## src/rtl/multiplier_seq_32bits_pkg.sv

```systemverilog
// Shared types and constants for the sequential 32x32 multiplier.
package multiplier_seq_32bits_pkg;

  localparam int MUL_ITER  = 32;
  localparam int MUL_CNT_W = 5;

  typedef enum logic [1:0] {
    MUL_IDLE = 2'b00,
    MUL_RUN  = 2'b01,
    MUL_DONE = 2'b10
  } mul_state_t;

endpackage

```

## src/rtl/adder_32bits.sv

```systemverilog
// 32-bit carry-select adder built from four 8-bit blocks.
module adder_32bits (
  input  logic [31:0] a,
  input  logic [31:0] b,
  input  logic        ci,
  output logic [31:0] s,
  output logic        co
);

  localparam int BLK   = 8;
  localparam int N_BLK = 32 / BLK;

  logic [N_BLK:0] carry;

  assign carry[0] = ci;

  generate
    for (genvar gi = 0; gi < N_BLK; gi++) begin : g_blk
      logic [BLK:0] sum0;
      logic [BLK:0] sum1;

      // Both carry-in cases precomputed; the incoming carry only selects.
      assign sum0 = {1'b0, a[gi*BLK +: BLK]} + {1'b0, b[gi*BLK +: BLK]};
      assign sum1 = {1'b0, a[gi*BLK +: BLK]} + {1'b0, b[gi*BLK +: BLK]} + {{BLK{1'b0}}, 1'b1};

      assign s[gi*BLK +: BLK] = carry[gi] ? sum1[BLK-1:0] : sum0[BLK-1:0];
      assign carry[gi+1]      = carry[gi] ? sum1[BLK]     : sum0[BLK];
    end
  endgenerate

  assign co = carry[N_BLK];

endmodule

```

## src/rtl/mux_2to1.sv

```systemverilog
// Generic two-input multiplexer.
module mux_2to1 #(
  parameter int WIDTH = 32
) (
  input  logic             sel,
  input  logic [WIDTH-1:0] d0,
  input  logic [WIDTH-1:0] d1,
  output logic [WIDTH-1:0] y
);

  assign y = sel ? d1 : d0;

endmodule

```

## src/rtl/multiplier_seq_32bits.sv

```systemverilog
// Unsigned 32x32->64 shift-and-add multiplier; one iteration per cycle
// through a single shared adder, start/busy/done handshake.
module multiplier_seq_32bits
  import multiplier_seq_32bits_pkg::*;
(
  input  logic        clk,
  input  logic        rst_n,
  input  logic        start,
  input  logic [31:0] a,
  input  logic [31:0] b,
  output logic        busy,
  output logic        done,
  output logic [63:0] product
);

  mul_state_t           state_reg,   state_next;
  logic [31:0]          mcand_reg,   mcand_next;
  logic [31:0]          acc_hi_reg,  acc_hi_next;
  logic [31:0]          acc_lo_reg,  acc_lo_next;
  logic [MUL_CNT_W-1:0] cnt_reg,     cnt_next;
  logic [63:0]          product_reg, product_next;

  logic [31:0] addend;
  logic [31:0] sum;
  logic        carry_out;
  logic [63:0] shifted;

  mux_2to1 #(.WIDTH(32)) u_gate (
    .sel (acc_lo_reg[0]),
    .d0  (32'd0),
    .d1  (mcand_reg),
    .y   (addend)
  );

  adder_32bits u_adder (
    .a  (acc_hi_reg),
    .b  (addend),
    .ci (1'b0),
    .s  (sum),
    .co (carry_out)
  );

  // 65-bit right shift: the adder carry becomes the new accumulator MSB.
  assign shifted = {carry_out, sum, acc_lo_reg[31:1]};

  always_comb begin
    state_next   = state_reg;
    mcand_next   = mcand_reg;
    acc_hi_next  = acc_hi_reg;
    acc_lo_next  = acc_lo_reg;
    cnt_next     = cnt_reg;
    product_next = product_reg;
    unique case (state_reg)
      MUL_IDLE: begin
        if (start) begin
          mcand_next  = a;
          acc_hi_next = '0;
          acc_lo_next = b;
          cnt_next    = '0;
          state_next  = MUL_RUN;
        end
      end
      MUL_RUN: begin
        acc_hi_next = shifted[63:32];
        acc_lo_next = shifted[31:0];
        cnt_next    = cnt_reg + 1'b1;
        if (cnt_reg == MUL_CNT_W'(MUL_ITER - 1)) begin
          product_next = shifted;
          state_next   = MUL_DONE;
        end
      end
      MUL_DONE: state_next = MUL_IDLE;
      default:  state_next = MUL_IDLE;
    endcase
  end

  always_ff @(posedge clk or negedge rst_n) begin
    if (!rst_n) begin
      state_reg   <= MUL_IDLE;
      mcand_reg   <= '0;
      acc_hi_reg  <= '0;
      acc_lo_reg  <= '0;
      cnt_reg     <= '0;
      product_reg <= '0;
    end else begin
      state_reg   <= state_next;
      mcand_reg   <= mcand_next;
      acc_hi_reg  <= acc_hi_next;
      acc_lo_reg  <= acc_lo_next;
      cnt_reg     <= cnt_next;
      product_reg <= product_next;
    end
  end

  assign busy    = (state_reg == MUL_RUN);
  assign done    = (state_reg == MUL_DONE);
  assign product = product_reg;

endmodule
```

## config.mk

```make
export PLATFORM = sky130hd
export DESIGN_NAME = multiplier_seq_32bits
export DESIGN_NICKNAME = d
export VERILOG_FILES = /design/src/rtl/multiplier_seq_32bits_pkg.sv /design/src/rtl/adder_32bits.sv /design/src/rtl/mux_2to1.sv /design/src/rtl/multiplier_seq_32bits.sv
export SDC_FILE = /design/constraint.sdc
export NUM_CORES = 1
export LEC_CHECK = 0
export CAP_MARGIN = 20
export CELL_PAD_IN_SITES_DETAIL_PLACEMENT = 1
export CELL_PAD_IN_SITES_GLOBAL_PLACEMENT = 1
export CORE_MARGIN = 5
export CORE_UTILIZATION = 42
export CTS_CLUSTER_DIAMETER = 30
export CTS_CLUSTER_SIZE = 14
export DETAILED_ROUTE_END_ITERATION = 12
export MAX_ROUTING_LAYER = met4
export PLACE_DENSITY_LB_ADDON = 0.12
export SYNTH_ARGS = -nofsm -noshare
export SYNTH_HDL_FRONTEND = slang
export SYNTH_SLANG_ARGS = --single-unit
```

## constraint.sdc

```tcl
create_clock -name clk -period 5.4 [get_ports clk]
set_clock_uncertainty 0.2 [all_clocks]
set_input_delay 1.62 -clock clk [delete_from_list [all_inputs] [get_ports clk]]
set_output_delay 1.62 -clock clk [all_outputs]
set_load 0.05 [all_outputs]
```

# Word level (Yosys, flattened, before mapping)
# Cells that the tools add are included.
[word_totals]
reg_bits = 167
input_bits = 67
output_inout_bits = 66
word_cells = 41
[op_classes]
add_sub_neg = 8
eq_ne = 5
mux = 16
reduce_logical = 6
[op_table]
columns = ["op", "count"]
rows = [
  ["32-bit case mux with 2 select lines", 2],
  ["32-bit two-way mux", 3],
  ["8-bit by 8-bit adder with 9-bit output", 4],
  ["9-bit by 1-bit adder with 9-bit output, second input constant", 3],
  ["8-bit two-way mux", 3],
  ["5-bit case mux with 2 select lines", 1],
  ["2-bit AND reduction", 4],
  ["5-bit by 1-bit adder with 5-bit output, second input constant", 1],
  ["5-bit equality test, second input constant", 1],
  ["5-bit two-way mux", 1],
  ["2-bit two-way mux", 2],
  ["2-bit case mux with 2 select lines", 1],
  ["1-bit two-way mux", 3],
  ["2-bit by 1-bit equality test with 1-bit output, second input constant", 1],
  ["2-bit equality test, second input constant", 1],
  ["2-bit zero test", 1],
  ["2-bit by 1-bit inequality test with 1-bit output, second input constant", 1],
  ["2-bit inequality test, second input constant", 1],
  ["2-bit nonzero test", 1],
]

# Depth between registers and ports, before layout
[depth]
ltp_word = 7
ltp_mapped = 15
ltp_nobuf = 13

# By module
# From an unflattened synthesis, not the netlist that was laid out.
[unflattened]
cells_unflattened = 734
hier_area_um2 = 9111.2
[by_module_without_submodules]
columns = ["mod", "instances", "cells_per_inst", "area_per_inst_um2", "seq_area_each_um2"]
rows = [
  ["multiplier_seq_32bits", 1, 448, 6631.4, 4179.0],
  ["adder_32bits", 1, 250, 1935.6, 0.0],
  ["mux_2to1", 1, 36, 544.3, 0.0],
]

# Worst setup path before layout
# Ideal clock, no wire load.
[synth_path]
path_type = "register -> register"
startpoint = "register acc_lo_reg[0]"
endpoint = "register product_reg[60] (netlist: product[60])"
setup_time_ns = 0.082
t_arrival_ns = 3.609
required_ns = 5.118
slack_ns = 1.509
stages_incl_launch_ff = 14
path_buffers = 1
period_less_slack_ns = 3.891
path_cell_list = "dfrtp_1 > clkbuf_1 > and2_1 > ha_1 > fa_1 > a21o_1 > a221oi_2 > xnor2_1 > nand4_1 > nor4_4 > mux2i_1 > a21oi_2 > or4_1 > a31oi_1"
[synth_via]
elab_chain_cells = 6
[synth_lines]
columns = ["element", "line", "rtl"]
rows = [
  ["from (decl)", "multiplier_seq_32bits.sv:19", "logic [31:0] acc_lo_reg, acc_lo_next;"],
  ["from (signal assigned)", "multiplier_seq_32bits.sv:89", "acc_lo_reg <= acc_lo_next;"],
  ["32-bit two-way mux (*)", "mux_2to1.sv:11", "assign y = sel ? d1 : d0;"],
  ["8-bit by 8-bit adder with 9-bit output", "adder_32bits.sv:23, adder_32bits.sv:24", ""],
  ["9-bit by 1-bit adder with 9-bit output", "adder_32bits.sv:24", "assign sum1 = {1'b0, a[gi*BLK +: BLK]} + {1'b0, b[gi*BLK +: BLK]} + {{BLK{1'b0}}, 1'b1};"],
  ["1-bit two-way mux (2 in series)", "adder_32bits.sv:27", "assign carry[gi+1] = carry[gi] ? sum1[BLK] : sum0[BLK];"],
  ["8-bit two-way mux (*)", "adder_32bits.sv:26", "assign s[gi*BLK +: BLK] = carry[gi] ? sum1[BLK-1:0] : sum0[BLK-1:0];"],
  ["to (signal assigned)", "multiplier_seq_32bits.sv:91", "product_reg <= product_next;"],
  ["to (decl)", "multiplier_seq_32bits.sv:21", "logic [63:0] product_reg, product_next;"],
]
# Every way passes the cells marked *; elsewhere a longest branch is shown, timed or not.
# A chain may end at the register's enable or synchronous reset.

# Worst setup path after layout
[layout_path]
startpoint = "register acc_lo_reg[0]"
endpoint = "register product_reg[57] (netlist: product[57])"
# Same word-level chain as after synthesis.

==> results_tabular.tex <==
\begin{tabular}{lr}
\hline
Metric & Value \\
\hline
\multicolumn{2}{l}{\textbf{Run status}} \\
Outcome & completed \\
\multicolumn{2}{l}{\textbf{Floorplan}} \\
Die area & between 20000 and 25000 µm² \\
Die Span Y & around 160 µm \\
I/O Pins & $\sim$130 \\
Core Box Area & between 20000 and 25000 µm² \\
Die span in x & $\sim$160 µm \\
Starting density of the core & $\sim$42\% \\
Core Rows & 53 \\
\multicolumn{2}{l}{\textbf{STA}} \\
Setup Total Neg Slack & 0 ns \\
Worst slew margin relative to its limit & 35.38\% \\
Max-slew violation total from the final report & 0 \\
Crit share post-route & a little under nine tenths \\
Setup repair after global routing missed its margin & no \\
Number of endpoints failing setup at the final stage & 0 \\
Hold violation total from the final report & 0 \\
Slew of the pin with the lowest slew margin & roughly 0.97 ns \\
Final critical path time including I/O delays and setup & between 4 and 5 ns \\
Max frequency & between 0.2 and 0.25 GHz \\
\multicolumn{2}{l}{\textbf{Worst setup path}} \\
Largest fanout of any net on the critical path & 26 \\
Worst EP arrival & about 4.8 ns \\
FF-to-FF Start & acc\_lo\_reg[0]\$\_DFFE\_PN0P\_ \\
CP Launch Type & flip-flop \\
Crit path required time & 5.52 ns \\
Worst Setup SP & acc\_lo\_reg[0]\$\_DFFE\_PN0P\_ \\
Kind of end point of the critical path & flip-flop \\
Critical path class & reg2reg \\
\multicolumn{2}{l}{\textbf{Clock tree}} \\
Clock buffer count from CTS & 17 \\
Number of buffers added for setup after CTS & 0 \\
H-tree depth & 4 \\
Clock transition at path regs & roughly 0.07 ns \\
Count of hold-fix buffers inserted at cts & 0 \\
Gates resized, CTS repair & 0 \\
Clock insertion delay at the later pin of the skew report & around 0.43 ns \\
CTS tree & yes \\
Sink count of the clock tree & 167 \\
Max Buffers Root-to-Sink & 2 \\
Master cell of the clock root buffer & clkbuf\_16 \\
\multicolumn{2}{l}{\textbf{Synth}} \\
Fraction of post-synthesis cell area in the top cell type by area & a little under half \\
Mean area per synthesized cell & around 9.5 µm² \\
Syn\_nets & between 1000 and 1500 \\
Leading cell types by count after synthesis & 179 x nand2\_1, 167 x dfrtp\_1, 90 x o21ai\_0 \\
Most frequent cell after synthesis & nand2\_1 \\
Number of synthesized register bits & between 150 and 200 \\
Area contributors post-synth & dfrtp\_1 47\%, nand2\_1 7.6\%, ha\_1 5.2\%, o21ai\_0 5.1\%, mux2\_2 4.1\% \\
Cell type contributing the most total cell area after synthesis & dfrtp\_1 \\
Syn Std Cell Area & 8856 µm² \\
Share of the yosys chip area belonging to registers & between 40\% and 50\% \\
Warnings, synthesis & 0 \\
Async set-reset flop share out of synthesis & 100.0\% \\
EDFF count, synth & 0 \\
Synth Flop Type & dfrtp\_1 \\
Number of instances in the synthesized netlist & 933 \\
Number of distinct library cells after synthesis & 60 \\
\multicolumn{2}{l}{\textbf{Layout}} \\
Final design instance area without fill & around 11000 µm² \\
Post-Layout Cell Count & around 1300 \\
Share of post-route cells with drive strength above 1 & a little under a tenth \\
Area growth syn-to-layout & 24.60\% \\
Fin util & 52.82\% \\
Antenna diode instance count & 0 \\
Number of flip-flops under the largest register name & 64 \\
Final \#Nets & 1159 \\
\multicolumn{2}{l}{\textbf{Route}} \\
First-pass DRT Iterations & 5 \\
Post-DR wirelength/cell & between 15 and 20 µm \\
WL final & approximately 24000 µm \\
Number of DRC markers after the initial detailed-route iteration & approximately 400 \\
Total number of vias & just over 7000 \\
Number of DRC violations after detailed routing & 0 \\
Antenna-violating nets left & 0 \\
DR vias/cell & 5.439 \\
\multicolumn{2}{l}{\textbf{Place}} \\
Last weighted congestion value of the routability-driven placer & $\sim$0.86 \\
Dpl cells & between 1000 and 1500 \\
Placed standard-cell area & roughly 10000 µm² \\
Post-detailed-placement half-perimeter wirelength & between 15000 and 20000 µm \\
Count of buffers inserted at the top-level ports & about 130 \\
\multicolumn{2}{l}{\textbf{Global routing}} \\
Antenna violations before repair & 0 \\
Largest net degree at the start of global routing & 97 \\
Total global routing overflow & 0 \\
Wire length of the first global-routing pass & $\sim$40000 µm \\
Global routing usage summed across all routing layers & a little over a fifth \\
Via count of the first global-routing pass & $\sim$7700 \\
\multicolumn{2}{l}{\textbf{Min path}} \\
Worst hold path type & reg2reg \\
Startpoint of the lowest-slack hold path & product[23]\$\_DFFE\_PN0P\_ \\
\multicolumn{2}{l}{\textbf{Power}} \\
Power density relative to cell area & 665.2 nW/µm² \\
Total chip power & between 7000 and 8000 µW \\
Reported leakage power & 0.004769 µW \\
Worst voltage drop across the vdd grid & between 0.2 and 0.25 mV \\
\multicolumn{2}{l}{\textbf{Job}} \\
Number of max-cap violations & 0 \\
\hline
\end{tabular}
[layout make-up]
class                      count  area [µm²]
clock buffer                  17       425.4
clock inverter                14       116.4
fill                        2406        9854
inverter                      16       60.06
multi-input combinational    702        4452
sequential                   167        4179
tap                          275       344.1
timing repair buffer         147        1458
[critical path, stage by stage (launching register included)]
cell and delay [ns]:
dfrtp_1 0.91, and2_1 0.24, ha_1 0.18, inv_1 0.06
fa_1 0.40, nor2b_1 0.13, o21ai_1 0.09, o21ai_1 0.22
a31oi_2 0.26, nor4_4 0.49, mux2i_1 0.24, buf_4 0.16
nand3_1 0.36, and4_1 0.39, o31ai_1 0.21
[worst paths after layout]
check,slack [ns],depth (start not counted),end
max in group asynchronous,3.02,2,acc_lo_reg[1]$_DFFE_PN0P_
worst min register to register,0.28,2,product[23]$_DFFE_PN0P_
worst max register to register,0.74,14,product[57]$_DFFE_PN0P_
worst max-delay path,0.74,14,product[57]$_DFFE_PN0P_
worst min-delay path,0.28,2,product[23]$_DFFE_PN0P_
min in group asynchronous,1.06,1,mcand_reg[18]$_DFFE_PN0P_
[report_power, final]
| group | total (µW) | switching [µW] | internal [µW] |
|---|---|---|---|
| clock | 1150 | 549 | 599 |
| sequential | 2270 | 424 | 1850 |
| combinational | 3920 | 2420 | 1500 |
| total | 7340 | 3390 | 3950 |
[cell usage in the layout (no fill, tap or decap), types with 32 or more instances in the layout]
cell / count
nand2_1: 178
dfrtp_1: 167
clkdlybuf4s50_1: 130
o21ai_0: 90
a21oi_1: 51
ha_1: 37
nor2b_1: 34
and2_1: 33
nor2_1: 33
mux2_2: 32
[metrics by stage]
step	hold WS, ns	worst slack [ns]
final	0.2761	0.7368
after global routing	0.3045	0.4165
after CTS	0.2822	0.7028
after detailed placement	0.2640	0.7192
after global placement	0.2573	0.9227
after floorplan	0.2502	1.509
[per-layer routing]
metal | routed length (µm) | GRT usage, % | share of wire (%)
met2 | 11530 | 34.17 | 48
met1 | 11590 | 28.24 | 48
met4 | 286 | 5.211 | 1.2
met3 | 790 | 3.366 | 3.3
met5 | 0 | - | 0
[kinds of logic after synthesis]
family / count (synthesis) / synth area share, %
simple gates: 340 / 18.38
compound gates: 246 / 17.12
flops: 167 / 47.19
buf+inv: 64 / 2.727
fa+ha+maj: 41 / 6.132
xor+xnor: 38 / 3.758
mux: 37 / 4.691
No activity file was read; power rests on OpenSTA's default activity.
